`config.mk`:
```
export PLATFORM = sky130hd
export DESIGN_NAME = imem_read_arbiter
export DESIGN_NICKNAME = d
export VERILOG_FILES = /design/src/rtl/imem_read_arbiter.sv
export SDC_FILE = /design/constraint.sdc
export NUM_CORES = 1
export LEC_CHECK = 0
export BUFFER_PORTS_ARGS = -buffer_cell sky130_fd_sc_hd__buf_2
export CAP_MARGIN = 30
export CORE_MARGIN = 1.5
export CORE_UTILIZATION = 43
export CTS_CLUSTER_SIZE = 40
export DETAILED_ROUTE_END_ITERATION = 6
export HOLD_SLACK_MARGIN = 0.03
export PLACE_DENSITY = 0.73
export SLEW_MARGIN = 20
export SYNTH_ARGS = -nofsm -noshare
export SYNTH_HDL_FRONTEND = slang
export SYNTH_SLANG_ARGS = --single-unit
```
`constraint.sdc`:
```
create_clock -name Clk -period 3.2 [get_ports Clk]
set_clock_uncertainty 0.1 [all_clocks]
set_input_delay 0.64 -clock Clk [delete_from_list [all_inputs] [get_ports Clk]]
set_output_delay 0.64 -clock Clk [all_outputs]
set_load 0.005 [all_outputs]
```
`src/rtl/imem_read_arbiter.sv`:
```
// ---------------------------------------------------------------------------
// imem_read_arbiter
//
// Shares the single combinational read port of the instruction memory between
// the fetch stage (Fetch) and the debug/trace reader (Dbg). The granted,
// word-aligned address is registered onto MemAddress. The word that comes back
// on MemInstruction is captured one cycle later and returned to the winner with
// a one-cycle Ack pulse. Fetch has fixed priority. A wait counter force-grants
// Dbg once it has been denied for MAX_WAIT consecutive edges.
//
// Optional build macro: IMEM_ARB_STATS_EN adds grant counters and a peak-wait
// monitor (FetchGrantCount, DbgGrantCount, MaxDbgWait).
//
// Ports:
//   Clk             in   system clock, rising edge
//   Reset           in   asynchronous active-low reset
//   FetchReq/Addr   in   fetch request and byte address (held until FetchAck)
//   FetchAck/Data   out  one-cycle ack pulse and registered word for fetch
//   DbgReq/Addr     in   debug request and byte address (held until DbgAck)
//   DbgAck/Data     out  one-cycle ack pulse and registered word for debug
//   MemAddress      out  instruction memory address
//   MemInstruction  in   instruction memory read data
//   Busy            out  high while a read is in flight
//   FetchGrantCount out  (stats build) fetch acks since reset, wraps
//   DbgGrantCount   out  (stats build) debug acks since reset, wraps
//   MaxDbgWait      out  (stats build) largest wait count seen since reset
// ---------------------------------------------------------------------------
module imem_read_arbiter #(
    parameter int unsigned ADDR_WIDTH = 32,
    parameter int unsigned DATA_WIDTH = 32,
    parameter int unsigned MAX_WAIT   = 8
) (
    input  logic                  Clk,
    input  logic                  Reset,
    input  logic                  FetchReq,
    input  logic [ADDR_WIDTH-1:0] FetchAddr,
    output logic                  FetchAck,
    output logic [DATA_WIDTH-1:0] FetchData,
    input  logic                  DbgReq,
    input  logic [ADDR_WIDTH-1:0] DbgAddr,
    output logic                  DbgAck,
    output logic [DATA_WIDTH-1:0] DbgData,
    output logic [ADDR_WIDTH-1:0] MemAddress,
    input  logic [DATA_WIDTH-1:0] MemInstruction,
    output logic                  Busy
`ifdef IMEM_ARB_STATS_EN
    ,
    output logic [15:0]           FetchGrantCount,
    output logic [15:0]           DbgGrantCount,
    output logic [7:0]            MaxDbgWait
`endif
);

    typedef enum logic [0:0] {StIdle, StIssue} state_e;

    localparam logic       OwnFetch = 1'b0;
    localparam logic       OwnDbg   = 1'b1;
    localparam logic [7:0] MaxWaitC = 8'(MAX_WAIT);

    state_e                state_q, state_d;
    logic                  owner_q, owner_d;
    logic [ADDR_WIDTH-1:0] mem_addr_q, mem_addr_d;
    logic                  fetch_ack_q, fetch_ack_d;
    logic                  dbg_ack_q, dbg_ack_d;
    logic [DATA_WIDTH-1:0] fetch_data_q, fetch_data_d;
    logic [DATA_WIDTH-1:0] dbg_data_q, dbg_data_d;
    logic [7:0]            wait_cnt_q, wait_cnt_d;

    logic ack_edge;
    logic fetch_elig, dbg_elig;
    logic grant_fetch, grant_dbg;

`ifdef IMEM_ARB_STATS_EN
    logic [15:0] fetch_cnt_q, fetch_cnt_d;
    logic [15:0] dbg_cnt_q, dbg_cnt_d;
    logic [7:0]  max_wait_q, max_wait_d;
`endif

    always_comb begin
        state_d      = StIdle;
        owner_d      = owner_q;
        mem_addr_d   = mem_addr_q;
        fetch_ack_d  = 1'b0;
        dbg_ack_d    = 1'b0;
        fetch_data_d = fetch_data_q;
        dbg_data_d   = dbg_data_q;
        wait_cnt_d   = wait_cnt_q;

        // The memory has had a full cycle to settle: return its word to the owner.
        ack_edge = (state_q == StIssue);
        if (ack_edge) begin
            if (owner_q == OwnDbg) begin
                dbg_ack_d  = 1'b1;
                dbg_data_d = MemInstruction;
            end else begin
                fetch_ack_d  = 1'b1;
                fetch_data_d = MemInstruction;
            end
        end

        // The owner being acked on this edge still shows its old request; ignore it.
        fetch_elig = FetchReq && !(ack_edge && (owner_q == OwnFetch));
        dbg_elig   = DbgReq   && !(ack_edge && (owner_q == OwnDbg));

        grant_dbg   = dbg_elig && ((wait_cnt_q >= MaxWaitC) || !fetch_elig);
        grant_fetch = fetch_elig && !grant_dbg;

        if (grant_dbg) begin
            owner_d    = OwnDbg;
            mem_addr_d = {DbgAddr[ADDR_WIDTH-1:2], 2'b00};
            state_d    = StIssue;
        end else if (grant_fetch) begin
            owner_d    = OwnFetch;
            mem_addr_d = {FetchAddr[ADDR_WIDTH-1:2], 2'b00};
            state_d    = StIssue;
        end

        if (!DbgReq || grant_dbg) begin
            wait_cnt_d = 8'd0;
        end else if (wait_cnt_q != 8'hFF) begin
            wait_cnt_d = wait_cnt_q + 8'd1;
        end
    end

`ifdef IMEM_ARB_STATS_EN
    always_comb begin
        fetch_cnt_d = fetch_cnt_q;
        dbg_cnt_d   = dbg_cnt_q;
        max_wait_d  = max_wait_q;
        if (fetch_ack_d) begin
            fetch_cnt_d = fetch_cnt_q + 16'd1;
        end
        if (dbg_ack_d) begin
            dbg_cnt_d = dbg_cnt_q + 16'd1;
        end
        if (wait_cnt_d > max_wait_q) begin
            max_wait_d = wait_cnt_d;
        end
    end

    always_ff @(posedge Clk or negedge Reset) begin
        if (!Reset) begin
            fetch_cnt_q <= 16'd0;
            dbg_cnt_q   <= 16'd0;
            max_wait_q  <= 8'd0;
        end else begin
            fetch_cnt_q <= fetch_cnt_d;
            dbg_cnt_q   <= dbg_cnt_d;
            max_wait_q  <= max_wait_d;
        end
    end

    assign FetchGrantCount = fetch_cnt_q;
    assign DbgGrantCount   = dbg_cnt_q;
    assign MaxDbgWait      = max_wait_q;
`endif

    always_ff @(posedge Clk or negedge Reset) begin
        if (!Reset) begin
            state_q      <= StIdle;
            owner_q      <= OwnFetch;
            mem_addr_q   <= '0;
            fetch_ack_q  <= 1'b0;
            dbg_ack_q    <= 1'b0;
            fetch_data_q <= '0;
            dbg_data_q   <= '0;
            wait_cnt_q   <= 8'd0;
        end else begin
            state_q      <= state_d;
            owner_q      <= owner_d;
            mem_addr_q   <= mem_addr_d;
            fetch_ack_q  <= fetch_ack_d;
            dbg_ack_q    <= dbg_ack_d;
            fetch_data_q <= fetch_data_d;
            dbg_data_q   <= dbg_data_d;
            wait_cnt_q   <= wait_cnt_d;
        end
    end

    assign MemAddress = mem_addr_q;
    assign FetchAck   = fetch_ack_q;
    assign FetchData  = fetch_data_q;
    assign DbgAck     = dbg_ack_q;
    assign DbgData    = dbg_data_q;
    assign Busy       = (state_q == StIssue);

endmodule
```
**Yosys cells after proc, flatten, opt, wreduce, memory -nomap -nowiden**

Cells that the tools add are included.

- Bitwise operators: 1
- Reduce and logical (&&, ||, !) cells: 17
- Order comparisons: 1
- Equal/unequal tests: 1
- $add $sub $neg: 1
- Muxes and demuxes: 12

Operators with widths:

| kind | number |
|---|---|
| two-way mux 32 bit | 2 |
| two-way mux 8 bit | 2 |
| adder 8 x 1 -> 8 bit (second input constant) | 1 |
| greater-or-equal comparator 8 x 4 -> 1 bit (second input constant) | 1 |
| two-way mux 1 bit | 8 |
| != test 8 bit (second input constant) | 1 |
| logical AND 1 bit | 6 |
| zero test 1 bit | 5 |
| AND reduction 2 bit | 2 |
| nonzero test 2 bit | 2 |
| logical OR 1 bit | 2 |
| NOT 1 bit | 1 |

- Bits of input ports: 100
- Output and inout port bits: 99
- Register bits after elaboration: 108
- Logic and storage cells: 41

**Depth between registers and ports, before layout**

Gate-level depths: netlist of the first run.

- Word-level depth: 11
- Gate-level depth with buffers: 6
- Gate-level depth less buffers: 5

**Worst setup path after synthesis of the first run**

Ideal clock, no wire load.

- Kind: flip-flop to flip-flop
- From: register wait_cnt_q[4]
- To: register mem_addr_q[31], in the netlist MemAddress[31]
- Slack: 1.300 ns
- Path buffers: 1
- Cell stages (with the launch flop): 6
- Arrival time: 1.659 ns
- Period minus slack after synthesis: 1.900 ns
- Cell sequence: dfrtp_1 -> or4_4 -> o311a_2 -> clkbuf_8 -> nand2_1 -> a31oi_1

- Word-level cells in the longest chain between the ends: 6

RTL lines:

| item | RTL line | text |
|---|---|---|
| start, declared | 67 | `logic [7:0] wait_cnt_q, wait_cnt_d;` |
| start signal, assigned | 176 | `wait_cnt_q <= wait_cnt_d;` |
| greater-or-equal comparator 8 x 4 -> 1 bit (*) | 105 | `grant_dbg = dbg_elig && ((wait_cnt_q >= MaxWaitC) \|\| !fetch_elig);` |
| logical OR 1 bit (*) | 105 |  |
| logical AND 1 bit (*) | 105 |  |
| zero test 1 bit | 106 | `grant_fetch = fetch_elig && !grant_dbg;` |
| logical AND 1 bit | 106 |  |
| nonzero test 2 bit (no source line) | - |  |
| end signal, assigned | 171 | `mem_addr_q <= mem_addr_d;` |
| end, declared | 62 | `logic [ADDR_WIDTH-1:0] mem_addr_q, mem_addr_d;` |

Mark *: on every way between the ends. The rest lies on a longest branch, timed or not.
A chain may end at the register's enable or synchronous reset.

**Worst setup path after layout of the first run**

- From: register wait_cnt_q[4]
- To: register mem_addr_q[30], in the netlist MemAddress[30]

The elaborated chain is that of the path after synthesis.

==> impl_metrics.csv, run 1 <==
group,metric,value,unit
sta,setup_tns,0,ps
critical_path,critPathLaunch,"wait_cnt_q[4]",
die,initial_core_util,0.4476,
sta,max_slew_margin,0.5565,
drt,postRouteAntennaNets,0,
global_route,grt_max_degree,55,
outcome,status,"finished, final reports clean",
placed_design,io_buffers,192,
sta,min_period,2411,ps
sta,post-route-period-util,0.7535,
sta,tightest_slew,665.3,ps
global_route,grt_pass1_wl,17060,um
critical_path,reg2reg_slack,790,ps
yosys,syn_inst,361,
die,die_w,104.3,um
die,dieArea,10890,um^2
cts,postCtsSetupBuffers,0,
yosys,syn_area_per_cell,12.23,um^2
global_route,track_usage,0.1966,
critical_path,cp-endpoint,"MemAddress[30]",
drt,dr.first_iter.drc_count,139,
sta,fin_hold_ws,205.7,ps
global_route,globalRouteOverflowTotal,0,
sta,finalMaxSlewViolations,0,
critical_path,cp.required,3380,ps
yosys,syn_area,4415,um^2
cts,path_clk_slew,90,ps
critical_path,end_kind,"flop",
yosys,synthTopCellsByArea,"dfrtp_1, mux2_2, nand2_1",
pwr,powerDensity,785.3,nW/um^2
drt,drc,0,
yosys,yosysSeqAreaShare,0.6007,
finish,utilization,0.5704,
cts,cts_tree,"done",
finish,synthToLayoutAreaGrowth,27.43,%
pwr,finalPower,4418,uW
finish,mostFrequentLayoutCells,"buf_2, dfrtp_1, mux2_2, nand2_1, nor2_1",
die,row_count,36,
sta,fmax,414.7,MHz
critical_path,regToRegStartpoint,"wait_cnt_q[4]",
global_route,grt_pass1_vias,3597,
yosys,ys_types,33,
yosys,synth-main-ff-cell,"dfrtp_1",
yosys,ys_ff_latch,106,
yosys,ys_async_sr_fraction,1.000,
drt,wl_per_cell,14.92,um
cts,post_cts_resized,0,
yosys,yosysWarnings,0,
sta,finalHoldViolations,0,
yosys,synth_edf_count,0,
finish,final_common_cell,"buf_2",
global_route,grt_use_met3,0.06579,
critical_path,crit_type,"reg -> reg",
drt,routed_wl,10240,um
critical_path,arrival,2590,ps
drt,vias_per_cell,4.980,
sta,setup_viol,0,
yosys,synth_top_area_frac,0.6007,
yosys,yosys.area.top_type,"dfrtp_1",
placed_design,place_congestion,0.8127,
critical_path,worst_r2r_path_depth,5,
cts,cts_hold_buf,0,
pwr,p_leak,0.002713,uW
global_route,met1_usage,0.2349,
cts,htreeDepth,3,
global_route,grt-busiest-layer,"met2",
pwr,worst_ir_drop_vdd,0.4457,mV
finish,drive_gt1_frac,0.5118,
critical_path,start_kind,"flop",
drt,drtPass1Iterations,5,
finish,nets,651,
die,ios,199,
die,fp.dieH,104.3,um
cts,clock_sinks,106,
cts,tritoncts.num_buffers,9,
finish,antennaDiodeCount,0,
global_route,grt_use_met2,0.3224,
critical_path,crit_fanout,19,
critical_path,rr_endpoint,"MemAddress[30]",
run,max_cap_violations,0,
cts,cts_root_buf,"clkbuf_8",
sta,rsz0062_at_grt,"false",
die,core_area,9864,um^2
cts,clock_path_buffers,2,
hold_path,hp-class,"in -> async",
cts,clock_latency,360,ps
placed_design,dp_hpwl,7420,um
global_route,antenna_found_initial,0,
drt,vias,3416,
how the worst min path moves through the flow:
stage / to / from
final: DbgData[23] / Reset
after global routing: DbgData[23] / Reset
after CTS: DbgData[23] / Reset
after detailed placement: DbgData[17] / DbgData[17]
after global placement: DbgData[19] / DbgData[19]
after floorplan: Busy / Reset
metrics by stage:
step                      worst slack, ps  instance area (um^2)  cells
after global placement              852.4                  5433    671
final                               788.6                  5627    686
after detailed placement            770.0                  5433    671
after floorplan                      1300                  4419    362
after CTS                           773.0                  5627    686
after global routing                628.3                  5627    686
critical path, stage by stage, from the launching register on:
cell and delay (ps):
dfrtp_1 460, or4_4 580, o311ai_4 570, buf_4 340
nand2_1 80, a31oi_1 190
logic make-up after synthesis:
group	count (synthesis)	share of synthesized area
AND/OR/NAND/NOR	118	0.1108
flip-flops	106	0.6007
multiplexers	66	0.1678
AO/OA/AOI/OAI	40	0.06376
buffers and inverters	26	0.04647
adder cells (fa/ha/maj)	2	0.005666
XOR/XNOR	2	0.003968
other	1	0.0008493
cell usage after synthesis, drive strengths merged (2+ instances only):
cell,count
inv,5
a31oi,31
clkbuf,13
mux2,64
nor2,40
xnor2,2
mux2i,2
buf,8
nor3,4
a211oi,3
nand3,3
nand2,63
dfrtp,106
o21ai,2
ha,2
area by class of cell:
type / count / area [um^2]
clock buffer: 11 / 141.4
clock inverter: 4 / 52.55
fill: 833 / 4238
inverter: 5 / 18.77
multi-input combinational: 230 / 1569
sequential: 106 / 2653
tap: 133 / 166.4
timing repair buffer: 197 / 1026
state kept, by name, summed over array words and instances (netlist names):
| name | count |
|---|---|
| Busy | 1 |
| DbgAck | 1 |
| DbgData | 32 |
| FetchAck | 1 |
| FetchData | 32 |
| MemAddress | 30 |
| owner_q | 1 |
| wait_cnt_q | 8 |
power breakdown:
group	switching (uW)	internal [uW]
logic	671	825
clock network	437	379
registers	256	1850
routing by layer:
metal  part of all wire  wire length [um]  up-vias
met5                  0                 0        -
met4              0.022               223        0
met3               0.10              1025       17
met2               0.46              4740      151
met1               0.42              4249     1635
li1                   -                 -     1613
Power figures use the tool's default switching activity.
==> run 2: changes to the inputs <==
- clock period: 3.2 -> 2.5 ns (I/O delays scaled with it)
==> run 2 against run 1 <==
Net effect:
- worst hold slack worse by 140 ps
- clock power is 31% higher
- worst setup slack worse by 450 ps
- maximum frequency up 11%
- global-route usage shrank 0.13 points
- routed wire length about the same
- sequential power up 27%
- first-iteration DRC count is 60% higher
- via count increased by 0.59%
- die area unchanged
- critical endpoint is now MemAddress[8]
- largest cell class unchanged
- highest routed layer unchanged
==> impl_metrics.csv, run 2 (synthesized netlist as in run 1, its figures left out) <==
group,metric,value,unit
drt,dr.first_iter.drc_count,222,
finish,finalNonFillerCells,689,
placed_design,dp.cells,673,
critical_path,crit_type,"reg -> reg",
finish,synthToLayoutAreaGrowth,27.57,%
pwr,p_seq_frac,0.475,
cts,path_clk_slew,90,ps
sta,rsz0062_at_grt,"false",
cts,clock_sinks,106,
die,die_w,104.3,um
pwr,pwr-share-clk,0.188,
pwr,powerDensity,1007,nW/um^2
finish,antennaDiodeCount,0,
drt,wl_per_cell,14.85,um
hold_path,hp-class,"in -> async",
drt,routed_wl,10230,um
cts,cts_hold_buf,0,
sta,post-route-period-util,0.8662,
pwr,power_frac_comb,0.337,
critical_path,crit_path_top_delay_cell,"o311a_2",
die,row_count,36,
die,fp.dieH,104.3,um
sta,fin_hold_ws,62.04,ps
die,core_area,9864,um^2
finish,fill_cells,830,
finish,final_common_cell,"buf_2",
cts,cts_root_buf,"clkbuf_8",
placed_design,dp_hpwl,7336,um
finish,nets,653,
drt,vias,3436,
critical_path,path_buf_inv,0,
cts,cts_tree,"done",
pwr,p_leak,0.002731,uW
finish,regArea,2653,um^2
critical_path,regToRegStartpoint,"wait_cnt_q[4]",
placed_design,place_congestion,0.8356,
pwr,swShare,0.3046,
drt,postRouteAntennaNets,0,
die,initial_core_util,0.4476,
cts,htreeDepth,3,
global_route,antenna_found_initial,0,
cts,post_cts_resized,0,
run,max_cap_violations,0,
drt,vias_per_cell,4.987,
pwr,p_int,3943,uW
sta,setup_tns,0,ps
critical_path,cp.required,2610,ps
finish,multi_input_area,1569,um^2
critical_path,start_kind,"flop",
finish,utilization,0.5710,
cts,clock_path_buffers,2,
sta,fmax,461.8,MHz
global_route,grt_pass1_vias,3548,
global_route,globalRouteOverflowTotal,0,
sta,setup_viol,0,
finish,fin_area,5633,um^2
cts,clock_latency,360,ps
cts,postCtsSetupBuffers,0,
die,ios,199,
global_route,grt_pass1_wl,17020,um
drt,drtPass1Iterations,4,
critical_path,crit_fanout,30,
finish,drive_gt1_frac,0.5108,
die,dieArea,10890,um^2
critical_path,cp_slowest_stage_delay,630,ps
critical_path,critPathLaunch,"wait_cnt_q[4]",
sta,tightest_slew,597.5,ps
sta,min_period,2165,ps
critical_path,crit_chain,"or4_4 -> o311a_2 -> nand2_1 -> a31oi_1",
pwr,power_switching,1727,uW
sta,finalHoldViolations,0,
placed_design,io_buffers,192,
global_route,grt_max_degree,107,
global_route,track_usage,0.1953,
sta,finalMaxSlewViolations,0,
critical_path,arrival,2270,ps
placed_design,place_area,5435,um^2
critical_path,end_kind,"flop",
critical_path,cpLargestDelayFamily,"simple AND/OR/NAND/NOR gates",
finish,mostFrequentLayoutCells,"buf_2, dfrtp_1, mux2_2, nand2_1, nor2_1",
drt,drc,0,
sta,max_slew_margin,0.6017,
cts,tritoncts.num_buffers,9,
pwr,worst_ir_drop_vdd,0.5994,mV
outcome,status,"finished, final reports clean",
## run 2: worst register-to-register path, stage by stage, from the launching register on
cell,delay (ps)
dfrtp_1,450
or4_4,570
o311a_2,630
nand2_1,180
a31oi_1,90
## run 2: worst paths after layout
kind	end	slack, ps	cells after the start
worst min register to register	DbgData[11]	410	1
worst max register to register	MemAddress[8]	330	4
max in group asynchronous	wait_cnt_q[3]	1750	2
worst min-delay path	FetchData[28]	60	2
worst max-delay path	MemAddress[8]	330	4
min in group Clk	MemAddress[31]	280	3
## run 2: area by class of cell
cell class,count,share of cell area
flip-flops and latches,106,0.4709
multi-input cells,230,0.2785
repair buffers,199,0.1826
well taps,133,0.02954
clock buffers,14,0.02888
clock inverters,2,0.006219
inverters,5,0.003332
## run 2: metrics by stage
stage	setup slack [ps]	power, uW
floorplan	599.9	3727
global placement	386.0	4578
detailed placement	357.6	4668
CTS	309.6	5743
global route	206.9	6063
finish	334.6	5670
## run 2: routing by layer
metal  part of all wire  track usage
met1               0.42       0.2401
met2               0.47       0.3167
met3              0.099      0.06642
met4              0.011      0.07540
met5                  0            0
## run 2: power groups by stage
stage / clock network, uW / logic, uW / registers, uW
6_report: 1070 / 1910 / 2690
5_1_grt: 1170 / 2100 / 2790
4_1_cts: 1100 / 1940 / 2700
3_5_place_dp: 0 / 1940 / 2730
3_3_place_gp: 0 / 1890 / 2690
2_1_floorplan: 0 / 946 / 2780
==> run 3: changes to the inputs <==
- CORE_ASPECT_RATIO: default -> 2
==> run 3 against run 2 <==
Net effect:
- worst setup slack improved by 38 ps
- clock-buffer cell count is 3 lower
- critical endpoint is now MemAddress[7]
- register-to-register slack gained 40 ps
- clock power increased by 33%
- sequential share of layout area down 1.2 points
- maximum frequency up 1.8%
- largest power group unchanged
- first-iteration DRC count is 26% lower
- total power rose by 6.6%
==> impl_metrics.csv, run 3 (synthesized netlist as in run 1, its figures left out) <==
group,metric,value,unit
critical_path,arrival,2220,ps
cts,clock_path_buffers,2,
critical_path,rr_endpoint,"MemAddress[7]",
cts,clock_latency,330,ps
global_route,grt_pass1_wl,16040,um
cts,tritoncts.num_buffers,9,
pwr,worst_ir_drop_vdd,0.5480,mV
sta,finalMaxSlewViolations,0,
critical_path,cp.required,2590,ps
global_route,globalRouteOverflowTotal,0,
critical_path,critPathLaunch,"wait_cnt_q[4]",
cts,htreeDepth,3,
hold_path,worstHoldEndpoint,"MemAddress[25]",
cts,cts_tree,"done",
sta,post-route-period-util,0.8512,
sta,min_period,2128,ps
global_route,grt_pass1_vias,3467,
die,ios,199,
pwr,powerDensity,1046,nW/um^2
placed_design,io_buffers,192,
critical_path,reg2reg_slack,370,ps
finish,fin_area,5779,um^2
finish,drive_gt1_frac,0.5152,
finish,antennaDiodeCount,0,
die,dieArea,10920,um^2
critical_path,end_kind,"flop",
drt,vias,3432,
sta,max_slew_margin,0.5979,
hold_path,min_from,"FetchAddr[25]",
drt,wl_per_cell,14.43,um
critical_path,path_buf_inv,0,
run,max_cap_violations,0,
critical_path,crit_chain,"or4_4 -> o311a_2 -> nand2_1 -> a31oi_1",
outcome,status,"finished, final reports clean",
drt,drtPass1Iterations,6,
cts,cts_hold_buf,1,
sta,fmax,469.9,MHz
sta,finalHoldViolations,0,
pwr,p_leak,0.002800,uW
critical_path,cpLargestDelayFamily,"compound AO/OA/AOI/OAI gates",
critical_path,crit_type,"reg -> reg",
hold_path,holdPathStages,3,
finish,final_common_cell,"buf_2",
finish,synthToLayoutAreaGrowth,30.89,%
die,initial_core_util,0.4378,
drt,vias_per_cell,4.945,
sta,rsz0062_at_grt,"false",
cts,post_cts_resized,0,
placed_design,place_congestion,0.8088,
sta,setup_viol,0,
finish,fill_cells,873,
drt,routed_wl,10010,um
critical_path,crit_fanout,30,
drt,drc,0,
finish,nets,656,
critical_path,crit_path_top_delay_cell,"o311a_2",
die,fp.dieH,146.3,um
die,die_w,74.66,um
cts,cts_root_buf,"clkbuf_16",
critical_path,cp_slowest_stage_delay,620,ps
cts,path_clk_slew,70,ps
placed_design,dp_hpwl,7506,um
global_route,grt_max_degree,61,
placed_design,place_area,5465,um^2
die,row_count,52,
global_route,antenna_found_initial,0,
hold_path,hp-class,"in -> reg",
cts,postCtsSetupBuffers,0,
critical_path,start_kind,"flop",
finish,finalNonFillerCells,694,
drt,postRouteAntennaNets,0,
sta,tightest_slew,599.1,ps
finish,mostFrequentLayoutCells,"buf_2, dfrtp_1, mux2_2, nand2_1, nor2_1",
placed_design,dp.cells,677,
sta,setup_tns,0,ps
critical_path,regToRegStartpoint,"wait_cnt_q[4]",
global_route,track_usage,0.1892,
cts,clock_sinks,106,
critical_path,worst_r2r_path_depth,4,
die,core_area,10080,um^2
drt,dr.first_iter.drc_count,165,
==> run 3: cell count changes in the layout (fill, tap and decap cells not counted), sizes merged <==
cell         previous run  this run
buf                   199       201
dlygate4sd3             0         1
clkbuf                 14        11
clkinv                  1         2
inv                     5         7
==> run 3: metal layers <==
metal,part of all wire,vias to the layer above,routed length [um],global-route usage
li1,-,1619,-,-
met1,0.38,1642,3852,0.2097
met2,0.52,135,5193,0.3223
met3,0.047,36,475,0.03106
met4,0.049,0,490,0.1200
met5,0,-,0,0
==> run 3: metrics by stage <==
stage                 util  hold WS (ps)  worst slack [ps]  total power [uW]
floorplan                -         104.4             599.9              3727
global placement    0.5419         367.8             420.6              4603
detailed placement  0.5419         374.7             375.3              4692
CTS                 0.5731         290.5             366.9              6140
global route        0.5731         295.4             222.7              6459
finish              0.5731         302.9             372.1              6044
==> run 3: worst reg2reg max path, stage by stage (launching register included) <==
cell,delay [ps]
dfrtp_1,440
or4_4,570
o311a_2,620
nand2_1,150
a31oi_1,110
==> run 3: layout make-up <==
type                       instances  area (um^2)  area share
clock buffer                      11        242.7     0.04200
multi-input combinational        230         1569      0.2715
clock inverter                     5        61.31     0.01061
inverter                           5        18.77    0.003247
tap                              135        168.9     0.02923
sequential                       106         2653      0.4590
timing repair buffer             202         1066      0.1845
==> run 3: power by group <==
group | internal (uW) | leakage, uW | switching [uW]
Clock | 812 | 0.000151 | 609
Sequential | 2370 | 0.00125 | 318
Combinational | 1070 | 0.00140 | 864
==> run 3: worst max-delay path by stage <==
stage | end | slack, ps | cells past startpoint
2_1_floorplan | MemAddress[31] | 600 | 5
4_1_cts | MemAddress[7] | 370 | 4
3_5_place_dp | MemAddress[7] | 380 | 4
3_3_place_gp | MemAddress[25] | 420 | 4
5_1_grt | MemAddress[7] | 220 | 5
6_report | MemAddress[7] | 370 | 4
